**src/rtl/wakeup_broadcast_unit_pkg.sv**
```systemverilog
// Shared scheduler types: wakeup slot entry, latency type and default sizing.
// Included by wakeup_broadcast_unit and WakeupLaneShifter.
package SchedulerTypes;

  localparam int unsigned WAKEUP_WIDTH        = 2;
  localparam int unsigned MAX_LATENCY_DEFAULT = 4;
  localparam int unsigned REG_NUM_W_DEFAULT   = 5;
  localparam int unsigned REG_NUM_W_MAX       = 16;
  localparam int unsigned LAT_W_DEFAULT       = $clog2(MAX_LATENCY_DEFAULT + 1);

  typedef logic [LAT_W_DEFAULT-1:0] WakeupLatency;

  // regNum is sized for the widest supported register file; lanes use the low bits.
  typedef struct packed {
    logic                     valid;
    logic                     dstValid;
    logic [REG_NUM_W_MAX-1:0] regNum;
  } WakeupSlotEntry;

  function automatic WakeupSlotEntry makeEntry(input logic dstValid,
                                               input logic [REG_NUM_W_MAX-1:0] regNum);
    WakeupSlotEntry e;
    e.valid    = 1'b1;
    e.dstValid = dstValid;
    e.regNum   = regNum;
    return e;
  endfunction

endpackage

```
**src/rtl/wakeup_broadcast_unit_lane.sv**
```systemverilog
// WakeupLaneShifter: one lane's delay line of wakeup slots plus its issue-grant check.
// slot[i] holds the entry due i+1 cycles from now; slot[0] drives the broadcast.
module WakeupLaneShifter
  import SchedulerTypes::*;
#(
  parameter int unsigned REG_NUM_BIT_WIDTH = REG_NUM_W_DEFAULT,
  parameter int unsigned MAX_LATENCY       = MAX_LATENCY_DEFAULT,
  parameter int unsigned LAT_W             = $clog2(MAX_LATENCY + 1)
) (
  input  logic                         clk,
  input  logic                         rst,
  input  logic                         stall,
  input  logic                         flush,
  input  logic                         issue,
  input  logic                         issueDstValid,
  input  logic [REG_NUM_BIT_WIDTH-1:0] issueDstRegNum,
  input  logic [LAT_W-1:0]             issueLatency,
  output logic                         issueGrant,
  output logic                         wakeup,
  output logic                         wakeupDstValid,
  output logic [REG_NUM_BIT_WIDTH-1:0] wakeupDstRegNum
);

  WakeupSlotEntry slot [MAX_LATENCY];
  WakeupSlotEntry newEntry;
  logic           latInRange;
  logic           targetFree;

  assign latInRange = (issueLatency != '0) && (issueLatency <= LAT_W'(MAX_LATENCY));
  assign newEntry   = makeEntry(issueDstValid, REG_NUM_W_MAX'(issueDstRegNum));

  // The entry in slot[L] would land in slot[L-1] on the same edge; the top slot
  // always drains, so latency MAX_LATENCY never collides.
  always_comb begin
    targetFree = 1'b1;
    for (int unsigned i = 1; i < MAX_LATENCY; i++) begin
      if (issueLatency == LAT_W'(i)) targetFree = !slot[i].valid;
    end
  end

  assign issueGrant = issue && !stall && !flush && !rst && latInRange && targetFree;

  always_ff @(posedge clk) begin
    if (rst || flush) begin
      for (int unsigned i = 0; i < MAX_LATENCY; i++) slot[i] <= '0;
    end else if (!stall) begin
      for (int unsigned i = 0; i + 1 < MAX_LATENCY; i++) slot[i] <= slot[i+1];
      slot[MAX_LATENCY-1] <= '0;
      for (int unsigned i = 0; i < MAX_LATENCY; i++) begin
        if (issueGrant && issueLatency == LAT_W'(i + 1)) slot[i] <= newEntry;
      end
    end
  end

  assign wakeup          = slot[0].valid && !stall && !rst;
  assign wakeupDstValid  = slot[0].valid && slot[0].dstValid && !rst;
  assign wakeupDstRegNum = (slot[0].valid && !rst) ? slot[0].regNum[REG_NUM_BIT_WIDTH-1:0] : '0;

endmodule

```
**src/rtl/wakeup_broadcast_unit.sv**
```systemverilog
// Multi-lane wakeup broadcast: LANE_NUM independent WakeupLaneShifter instances.
// Optional WAKEUP_CONFLICT_STATS_EN adds a saturating conflictCount output.
module wakeup_broadcast_unit
  import SchedulerTypes::*;
#(
  parameter int unsigned LANE_NUM          = WAKEUP_WIDTH,
  parameter int unsigned REG_NUM_BIT_WIDTH = REG_NUM_W_DEFAULT,
  parameter int unsigned MAX_LATENCY       = MAX_LATENCY_DEFAULT,
  parameter int unsigned LAT_W             = $clog2(MAX_LATENCY + 1)
) (
  input  logic                                        clk,
  input  logic                                        rst,
  input  logic                                        stall,
  input  logic                                        flush,
  input  logic [LANE_NUM-1:0]                         issue,
  input  logic [LANE_NUM-1:0]                         issueDstValid,
  input  logic [LANE_NUM-1:0][REG_NUM_BIT_WIDTH-1:0]  issueDstRegNum,
  input  logic [LANE_NUM-1:0][LAT_W-1:0]              issueLatency,
  output logic [LANE_NUM-1:0]                         issueGrant,
  output logic [LANE_NUM-1:0]                         wakeup,
  output logic [LANE_NUM-1:0]                         wakeupDstValid,
  output logic [LANE_NUM-1:0][REG_NUM_BIT_WIDTH-1:0]  wakeupDstRegNum
`ifdef WAKEUP_CONFLICT_STATS_EN
  ,
  output logic [15:0]                                 conflictCount
`endif
);

  for (genvar l = 0; l < LANE_NUM; l++) begin : gLane
    WakeupLaneShifter #(
      .REG_NUM_BIT_WIDTH(REG_NUM_BIT_WIDTH),
      .MAX_LATENCY      (MAX_LATENCY),
      .LAT_W            (LAT_W)
    ) uLane (
      .clk            (clk),
      .rst            (rst),
      .stall          (stall),
      .flush          (flush),
      .issue          (issue[l]),
      .issueDstValid  (issueDstValid[l]),
      .issueDstRegNum (issueDstRegNum[l]),
      .issueLatency   (issueLatency[l]),
      .issueGrant     (issueGrant[l]),
      .wakeup         (wakeup[l]),
      .wakeupDstValid (wakeupDstValid[l]),
      .wakeupDstRegNum(wakeupDstRegNum[l])
    );
  end

`ifdef WAKEUP_CONFLICT_STATS_EN
  logic anyConflict;

  assign anyConflict = (|(issue & ~issueGrant)) && !stall && !flush;

  always_ff @(posedge clk) begin
    if (rst) begin
      conflictCount <= '0;
    end else if (anyConflict && conflictCount != '1) begin
      conflictCount <= conflictCount + 16'd1;
    end
  end
`endif

endmodule

```
**config.mk**
```make
export PLATFORM = sky130hd
export DESIGN_NAME = wakeup_broadcast_unit
export DESIGN_NICKNAME = d
export VERILOG_FILES = /design/src/rtl/wakeup_broadcast_unit_pkg.sv /design/src/rtl/wakeup_broadcast_unit_lane.sv /design/src/rtl/wakeup_broadcast_unit.sv
export SDC_FILE = /design/constraint.sdc
export NUM_CORES = 1
export LEC_CHECK = 0
export BUFFER_PORTS_ARGS = -buffer_cell sky130_fd_sc_hd__clkbuf_2
export CORE_MARGIN = 2
export CORE_UTILIZATION = 57
export DETAILED_ROUTE_END_ITERATION = 12
export GPL_TIMING_DRIVEN = 1
export MAX_ROUTING_LAYER = met4
export PLACE_DENSITY = 0.79
export SLEW_MARGIN = 25
export SYNTH_ARGS = -nofsm -noshare
export SYNTH_HDL_FRONTEND = slang
export SYNTH_SLANG_ARGS = --single-unit
```
**constraint.sdc**
```tcl
create_clock -name clk -period 2.55 [get_ports clk]
set_clock_uncertainty 0.05 [all_clocks]
set_input_delay 0.51 -clock clk [delete_from_list [all_inputs] [get_ports clk]]
set_output_delay 0.51 -clock clk [all_outputs]
set_load 0.02 [all_outputs]
```
==> flow_metrics.py, run 1 <==
metrics = {
    "global_routing": {
        "grt_pass1_vias": 1796,
        "track_usage": 0.212,
        "antenna_found_initial": 0,
        "overflow": 0,
        "grt_use_met1": 0.291,
        "busiest_layer": "met2",
        "use_met3": 0.0461,
        "grt_pass1_wl_um": 8470,
        "grt_max_degree": 37,
        "use_met2": 0.324,
    },
    "floorplanning": {
        "dieArea_um2": 5470,
        "die_w_um": 74.0,
        "die_height_um": 74.0,
        "fp.coreArea_um2": 4720,
        "rows": 25,
        "pin_count": 40,
        "initial_core_util": 0.591,
    },
    "hold_path": {
        "hold_class": "in2reg",
        "hold_end": "gLane[1].uLane.slot[0][17]",
        "hp-start": "flush",
        "hold_depth": 2,
    },
    "worst_setup_path": {
        "path_max_fanout": 8,
        "cp_slowest_cell": "ha_1",
        "cp_data_required_time_ns": 1.99,
        "path_cells": "clkbuf_2 -> nor2_1 -> ha_1 -> nand2b_1 -> nor3_1 -> clkbuf_2",
        "critPathLaunchType": "input pin",
        "slowest_delay_ns": 0.29,
        "critPathLaunch": "issueLatency[1]",
        "r2r_cells": 3,
        "cp_data_arrival_time_ns": 1.77,
        "cpLargestDelayFamily": "simple AND/OR/NAND/NOR gates",
        "r2r_start": "gLane[1].uLane.slot[2][17]",
        "r2r-end": "gLane[1].uLane.slot[1][3]",
        "endpoint_kind": "output port",
        "cp_num_buf_inv": 2,
        "crit_type": "in2out",
        "crit_top_cell": "clkbuf_2",
        "rrSetupSlack_ns": 0.62,
    },
    "final_layout": {
        "largest_reg_flops": 56,
        "fillers": 352,
        "final_common_cell": "edfxtp_1",
        "final_cell_mix": "52 x edfxtp_1, 39 x clkbuf_2, 31 x nand2_1, 28 x mux2i_1, 15 x buf_4",
        "antenna_cells": 0,
        "final_cells": 353,
        "top_regs": "gLane.uLane.slot x56",
        "final_util": 0.672,
        "top_register": "gLane.uLane.slot",
        "syn2layout_area_growth_pct": 13.7,
        "finalNetCount": 311,
        "finish.instance_area_um2": 3170,
        "drive_gt1_frac": 0.220,
    },
    "synth": {
        "synth_area_per_cell_um2": 11.5,
        "synthFlopType": "edfxtp_1",
        "syn_nets": 269,
        "ys_warn_count": 0,
        "synth_seq_area_share": 0.588,
        "ys_seq_elements": 56,
        "synth-edff-count": 52,
        "synth_area_um2": 2790,
        "yosysUniqueCellTypes": 33,
        "syn_inst": 243,
        "synthArstFlopShare": 0,
    },
    "drt": {
        "drtIter0Drc": 146,
        "dr.pass1.iters": 4,
        "wl_per_cell_um": 14.7,
        "vias": 1967,
        "antenna_violating_nets_post_route": 0,
        "via_per_inst": 5.57,
        "wl_um": 5190,
        "drc": 0,
    },
    "power": {
        "p_leak_nw": 1.44,
        "p_per_area_nw_per_um2": 514,
        "ir_drop_mv": 0.294,
        "power.total_mw": 1.63,
    },
    "placement": {
        "io_buffers": 39,
        "postPlaceCellArea_um2": 3090,
        "gp_congestion": 0.811,
        "hpwl_um": 3890,
        "dp.cells": 345,
    },
    "timing": {
        "worst_pin_slew_ns": 0.457,
        "setup_tns_ns": 0,
        "grt_setup_unrepaired": "no",
        "slew_violations": 0,
        "max_freq_mhz": 430,
        "fin_crit_sh": 0.912,
        "finalHoldViolations": 0,
        "setup_violations": 0,
        "maxSlewHeadroom": 0.691,
        "min_period_ns": 2.33,
    },
    "clock_network": {
        "cts_setup_buffers": 0,
        "tritoncts": "done",
        "root_buffer": "clkbuf_8",
        "clk_pin_slew_ns": 0.09,
        "cts_buffers": 5,
        "insertion_delay_ns": 0.30,
        "cts_resized": 0,
        "ctsHtreeMaxLevel": 2,
        "clock-sinks": 56,
        "clock_path_buffers": 2,
        "postCtsHoldBufs": 0,
    },
    "job": {
        "max_cap_violations": 0,
    },
    "run_status": {
        "status": "complete, no violations",
    },
}
-- where the power goes --
group,internal [mW],switching [mW]
clock network,0.187,0.268
registers,1.03,0.0111
logic,0.0462,0.0850
total,1.27,0.364
-- per-layer routing --
metal | vias to the layer above | wire length (um)
li1 | 973 | -
met1 | 923 | 2330
met2 | 65 | 2460
met3 | 6 | 335
met4 | 0 | 63
met5 | - | 0
-- cells by family (layout without fill, tap and decap cells) --
| kind of cell | Yosys count | in the layout | synth area share |
|---|---|---|---|
| AND/OR/NAND/NOR | 91 | 91 | 0.173 |
| flip-flops | 56 | 56 | 0.588 |
| AO/OA/AOI/OAI | 33 | 33 | 0.0762 |
| buffers and inverters | 33 | 76 | 0.0538 |
| multiplexers | 28 | 28 | 0.100 |
| adder cells (fa/ha/maj) | 2 | 2 | 0.00896 |
-- worst reg2reg max path, stage by stage (launching register included) --
cell and delay, ns:
edfxtp_1 0.44, or4b_1 0.53, or3_1 0.43, a31o_1 0.25
-- synth_stat cells, types with 2 or more instances --
master    instances  area (um2)
dfxtp_1           4        80.1
a21oi_1           8        40.0
nor3_1           14        70.1
and2_1           12        75.1
buf_4             6        45.0
o21ai_0           6        30.0
a211oi_1          2        15.0
nor2_1            5        18.8
o31ai_1           9        67.6
clkbuf_1          8        30.0
or3_1             2        12.5
edfxtp_1         52        1560
inv_1            14        52.6
nor2b_1           5        31.3
nor4bb_1          2        20.0
mux2i_1          28         280
o211ai_1          4        30.0
nor4_1            2        12.5
buf_1             2        7.51
nand4_1           8        50.1
o22ai_1           2        12.5
ha_1              2        25.0
nand2_1          31         116
nand3_1           3        15.0
a31o_1            2        17.5
buf_2             2        10.0
nand2b_1          2        12.5
-- metrics by stage --
stage	setup slack, ns	hold WS [ns]
2_1_floorplan	0.208	0.437
3_3_place_gp	0.225	0.459
3_5_place_dp	0.225	0.456
4_1_cts	0.226	0.441
5_1_grt	0.0636	0.450
6_report	0.224	0.449
-- layout make-up --
type,instances,area [um2],share of cell area
inverter,14,52.6,0.0166
timing repair buffer,54,308,0.0970
tap,67,83.8,0.0264
clock buffer,5,68.8,0.0217
multi-input combinational,154,1010,0.317
clock inverter,3,13.8,0.00434
sequential,56,1640,0.517
-- worst max path at each step --
stage / to / slack (ns) / cells after the start
after global placement: issueGrant[0] / 0.23 / 6
after detailed placement: issueGrant[0] / 0.22 / 6
final: issueGrant[0] / 0.22 / 6
after global routing: issueGrant[0] / 0.06 / 6
after CTS: issueGrant[0] / 0.23 / 6
after floorplan: issueGrant[0] / 0.21 / 6
No activity file was read; power rests on OpenSTA's default activity.
==> run 2: changes to the inputs <==
GPL_TIMING_DRIVEN = 0   (was 1)
==> run 2 against run 1 <==
  * Flip-flop and latch count is the same
  * Via count grew 1.3%
  * Register-to-register slack lost 0.21 ns
  * Worst hold slack lost 0.020 ns
  * Utilization grew 0.16 points
  * Maximum frequency shrank 4.1%
  * Critical path depth grew 2
  * Non-clock buffer count grew 1
  * Clock power grew 7.0%
  * Sequential power is essentially flat
  * Global-route usage grew 0.32 points
  * Largest cell class unchanged
==> flow_metrics.py, run 2 (synthesis gave the netlist of run 1 again) <==
metrics = {
    "clock_network": {
        "clock-sinks": 56,
        "ctsHtreeMaxLevel": 2,
        "tritoncts": "done",
        "cts_buffers": 5,
        "root_buffer": "clkbuf_8",
        "clock_path_buffers": 2,
        "clk_pin_slew_ns": 0.09,
        "insertion_delay_ns": 0.30,
    },
    "worst_setup_path": {
        "r2r_start": "gLane[1].uLane.slot[2][17]",
        "critPathLaunch": "issueLatency[4]",
        "cp_data_required_time_ns": 1.99,
        "path_cells": "clkbuf_2 -> nor2_1 -> ha_1 -> nand2b_1 -> clkbuf_1 -> nor3_2 -> buf_4 -> clkbuf_2",
        "r2r_cells": 5,
        "path_max_fanout": 8,
        "crit_type": "in2out",
        "cp_num_buf_inv": 4,
        "crit_top_cell": "clkbuf_2",
        "slowest_delay_ns": 0.29,
        "endpoint_kind": "output port",
        "rrSetupSlack_ns": 0.41,
        "critPathLaunchType": "input pin",
        "cpLargestDelayFamily": "buffers and inverters",
        "cp.depth": 8,
        "cp_slowest_cell": "ha_1",
        "endpoint": "issueGrant[1]",
        "r2r-end": "gLane[1].uLane.slot[1][4]",
        "cp_data_arrival_time_ns": 1.87,
    },
    "drt": {
        "wl_um": 5470,
        "via_per_inst": 5.63,
        "drtIter0Drc": 123,
        "drc": 0,
        "vias": 1993,
        "dr.pass1.iters": 4,
        "wl_per_cell_um": 15.4,
        "antenna_violating_nets_post_route": 0,
    },
    "final_layout": {
        "final_common_cell": "edfxtp_1",
        "final_cell_mix": "52 x edfxtp_1, 40 x clkbuf_2, 30 x nand2_1, 28 x mux2i_1, 14 x inv_1",
        "syn2layout_area_growth_pct": 14.0,
        "top_register": "gLane.uLane.slot",
        "final_util": 0.674,
        "finalNetCount": 312,
        "antenna_cells": 0,
        "final_cells": 354,
        "drive_gt1_frac": 0.226,
        "top_regs": "gLane.uLane.slot x56",
        "largest_reg_flops": 56,
    },
    "timing": {
        "grt_setup_unrepaired": "no",
        "min_period_ns": 2.43,
        "fin_crit_sh": 0.951,
        "worst_pin_slew_ns": 0.809,
        "maxSlewHeadroom": 0.459,
        "setup_violations": 0,
        "slew_violations": 0,
        "max_freq_mhz": 412,
        "finalHoldViolations": 0,
        "fin_hold_ws_ns": 0.430,
    },
    "power": {
        "ir_drop_mv": 0.240,
        "seq_power_share": 0.629,
        "power.switching_mw": 0.370,
        "p_per_area_nw_per_um2": 522,
        "pwr-share-comb": 0.078,
        "p_sw_frac": 0.223,
        "internal_power_mw": 1.29,
        "clock_power_share": 0.293,
        "p_leak_nw": 1.43,
    },
    "floorplanning": {
        "die_height_um": 74.0,
        "rows": 25,
        "dieArea_um2": 5470,
        "die_w_um": 74.0,
        "pin_count": 40,
        "fp.coreArea_um2": 4720,
        "initial_core_util": 0.591,
    },
    "global_routing": {
        "track_usage": 0.216,
        "grt_max_degree": 37,
        "overflow": 0,
        "grt_pass1_wl_um": 8400,
        "antenna_found_initial": 0,
        "grt_pass1_vias": 1782,
    },
    "placement": {
        "hpwl_um": 3970,
        "gp_congestion": 0.808,
        "dp.cells": 348,
        "io_buffers": 38,
    },
    "run_status": {
        "status": "complete, no violations",
    },
    "hold_path": {
        "hold_class": "in2reg",
    },
    "job": {
        "max_cap_violations": 0,
    },
}
## run 2: changes by cell type in the layout (fill, tap and decap cells not counted), moves of 2 or more
cell	change
a211oi_1	-2
a211oi_2	+2
clkbuf_1	+6
buf_4	-9
nor3_2	+2
buf_2	+3
## run 2: how the worst min path moves through the flow
stage	startpoint	end	slack (ns)	depth (start not counted)
4_1_cts	flush	gLane[1].uLane.slot[0][17]	0.42	2
6_report	flush	gLane[1].uLane.slot[0][17]	0.43	2
3_3_place_gp	gLane[0].uLane.slot[3][17]	gLane[0].uLane.slot[3][17]	0.45	2
2_1_floorplan	gLane[0].uLane.slot[3][17]	gLane[0].uLane.slot[3][17]	0.44	2
3_5_place_dp	gLane[0].uLane.slot[3][17]	gLane[0].uLane.slot[3][17]	0.47	2
5_1_grt	flush	gLane[1].uLane.slot[0][17]	0.43	2
## run 2: final cells by class
class                      count  area, um2
sequential                    56       1640
fill                         366       1540
multi-input combinational    154       1030
timing repair buffer          38        190
buffer                        17       92.6
tap                           67       83.8
clock buffer                   6       82.6
inverter                      14       52.6
clock inverter                 2       10.0
## run 2: power by group through the flow
stage,logic [mW],registers (mW),clock network [mW]
global route,0.142,1.05,0.519
CTS,0.128,1.04,0.490
finish,0.130,1.04,0.487
detailed placement,0.125,1.07,0
floorplan,0.0730,1.06,0
global placement,0.120,1.06,0
## run 2: layer usage
layer	part of all wire	global-route usage
met4	0.012	0.0747
met1	0.43	0.270
met5	0	-
met2	0.48	0.341
met3	0.073	0.0583
## run 2: metrics by stage
stage / cell area (um2) / total power [mW] / setup TNS (ns) / worst slack [ns]
floorplan: 2790 / 1.13 / 0 / 0.208
CTS: 3170 / 1.66 / 0 / 0.0590
global placement: 3070 / 1.18 / -0.416 / -0.228
global route: 3180 / 1.71 / 0 / 0.0247
finish: 3180 / 1.66 / 0 / 0.124
detailed placement: 3070 / 1.19 / -0.501 / -0.265
## run 2: what timing repair did
item                       4_1_cts  5_1_grt
hold buffers                     0        0
setup endpoints to repair        2        2
setup buffers                    0        0
gates resized for setup          5        1
==> run 3: changes to the inputs <==
CORE_UTILIZATION = 59   (was 57)
CTS_BUF_LIST = sky130_fd_sc_hd__clkbuf_8   (was default)
PLACE_DENSITY = 0.82   (was 0.79)
==> run 3 against run 2 <==
  * Critical path depth is the same
  * First-iteration DRC count unchanged
  * Clock-buffer cell count is 1 lower
  * Cell count shrank 3.7%
  * Setup slack lost 0.039 ns
  * Critical path type unchanged
==> flow_metrics.py, run 3 (synthesis gave the netlist of run 1 again) <==
metrics = {
    "worst_setup_path": {
        "cp_data_arrival_time_ns": 1.90,
        "slowest_delay_ns": 0.29,
        "cpLargestDelayFamily": "buffers and inverters",
        "crit_type": "in2out",
        "cp_data_required_time_ns": 1.99,
        "crit_top_cell": "clkbuf_2",
        "endpoint_kind": "output port",
        "cp_num_buf_inv": 4,
        "critPathLaunchType": "input pin",
        "path_max_fanout": 8,
        "path_cells": "clkbuf_2 -> nor2_1 -> ha_1 -> nand2b_1 -> clkbuf_1 -> nor3_1 -> buf_4 -> clkbuf_2",
        "cp_slowest_cell": "ha_1",
    },
    "clock_network": {
        "clock-sinks": 56,
        "tritoncts": "done",
        "clk_pin_slew_ns": 0.09,
        "ctsHtreeMaxLevel": 2,
        "root_buffer": "clkbuf_8",
        "clock_path_buffers": 2,
        "postCtsHoldBufs": 0,
        "cts_buffers": 5,
        "insertion_delay_ns": 0.31,
    },
    "final_layout": {
        "largest_reg_flops": 56,
        "antenna_cells": 0,
        "final_common_cell": "edfxtp_1",
        "top_register": "gLane.uLane.slot",
        "syn2layout_area_growth_pct": 13.5,
        "finalNetCount": 312,
        "final_cell_mix": "52 x edfxtp_1, 40 x clkbuf_2, 30 x nand2_1, 28 x mux2i_1, 15 x inv_1",
        "top_regs": "gLane.uLane.slot x56",
        "final_util": 0.684,
        "fillers": 345,
        "drive_gt1_frac": 0.213,
    },
    "power": {
        "ir_drop_mv": 0.254,
        "p_leak_nw": 1.44,
        "power.total_mw": 1.73,
        "p_per_area_nw_per_um2": 546,
    },
    "global_routing": {
        "grt_pass1_vias": 1813,
        "grt_pass1_wl_um": 8460,
        "overflow": 0,
        "grt_max_degree": 37,
        "antenna_found_initial": 0,
        "track_usage": 0.220,
    },
    "floorplanning": {
        "initial_core_util": 0.603,
        "fp.coreArea_um2": 4630,
        "pin_count": 40,
        "dieArea_um2": 5300,
        "rows": 25,
        "die_height_um": 72.8,
        "die_w_um": 72.8,
    },
    "timing": {
        "min_period_ns": 2.46,
        "slew_violations": 0,
        "fin_crit_sh": 0.966,
        "setup_violations": 0,
        "grt_setup_unrepaired": "no",
        "finalHoldViolations": 0,
        "worst_pin_slew_ns": 0.940,
        "maxSlewHeadroom": 0.364,
        "max_freq_mhz": 406,
    },
    "run_status": {
        "status": "complete, no violations",
    },
    "drt": {
        "wl_per_cell_um": 15.6,
        "via_per_inst": 5.89,
        "antenna_violating_nets_post_route": 0,
        "drc": 0,
        "drtIter0Drc": 123,
        "vias": 2007,
        "dr.pass1.iters": 4,
        "wl_um": 5310,
    },
    "placement": {
        "io_buffers": 38,
        "hpwl_um": 3980,
        "gp_congestion": 0.879,
    },
    "hold_path": {
        "hold_class": "in2reg",
    },
    "job": {
        "max_cap_violations": 0,
    },
}
run 3: cell types whose count changed in the layout (fill, tap and decap cells not counted), sizes merged:
cell | previous run | this run
clkinv | 2 | 1
inv | 14 | 15
clkbuf | 52 | 51
bufinv | 0 | 1
run 3: routing by layer:
metal / vias to the layer above / wire (um) / global-route usage
met1: 947 / 2280 / 0.285
met5: - / 0 / -
met3: 6 / 342 / 0.0483
li1: 975 / - / -
met2: 79 / 2620 / 0.342
met4: 0 / 76 / 0.0823
run 3: path summary, 6_finish.rpt:
| check | start | endpoint | slack, ns | cells after the start |
|---|---|---|---|---|
| worst max register to register | gLane[1].uLane.slot[2][17] | gLane[1].uLane.slot[1][3] | 0.48 | 5 |
| worst max-delay path | issueLatency[4] | issueGrant[1] | 0.09 | 8 |
| worst min register to register | gLane[1].uLane.slot[3][17] | gLane[1].uLane.slot[3][17] | 0.49 | 2 |
| worst min-delay path | flush | gLane[0].uLane.slot[0][17] | 0.43 | 2 |
run 3: timing repair:
item                       CTS  global route
pin swaps                    0             0
setup endpoints to repair    2             1
gates resized for setup      3             1
setup buffers                0             0
run 3: worst reg2reg max path, cell delays in order, from the launching register on:
cell,delay (ns)
edfxtp_1,0.43
or4b_1,0.50
clkbuf_2,0.17
or3_1,0.31
buf_2,0.16
a31o_1,0.22
run 3: area by class of cell:
type / instances / area [um2] / area share
Buffer: 17 / 91.3 / 0.0288
Clock buffer: 5 / 68.8 / 0.0217
Clock inverter: 3 / 38.8 / 0.0122
Inverter: 14 / 52.6 / 0.0166
Multi-Input combinational cell: 154 / 1020 / 0.321
Sequential cell: 56 / 1640 / 0.518
Tap cell: 54 / 67.6 / 0.0213
Timing Repair Buffer: 38 / 190 / 0.0600
run 3: where the power goes:
group / internal, mW / switching, mW / leakage (nW)
registers: 1.03 / 0.0107 / 0.638
clock network: 0.288 / 0.270 / 0.0593
logic: 0.0406 / 0.0879 / 0.739
run 3: per-stage QoR:
stage / area, um2 / TNS [ns] / std cells / setup WS, ns / hold slack (ns)
global placement: 3050 / -0.412 / 335 / -0.226 / 0.449
global route: 3170 / 0 / 341 / 0.00375 / 0.429
CTS: 3160 / 0 / 341 / 0.00143 / 0.410
floorplan: 2790 / 0 / 243 / 0.208 / 0.437
finish: 3170 / 0 / 341 / 0.0856 / 0.427
detailed placement: 3050 / -0.565 / 335 / -0.307 / 0.468
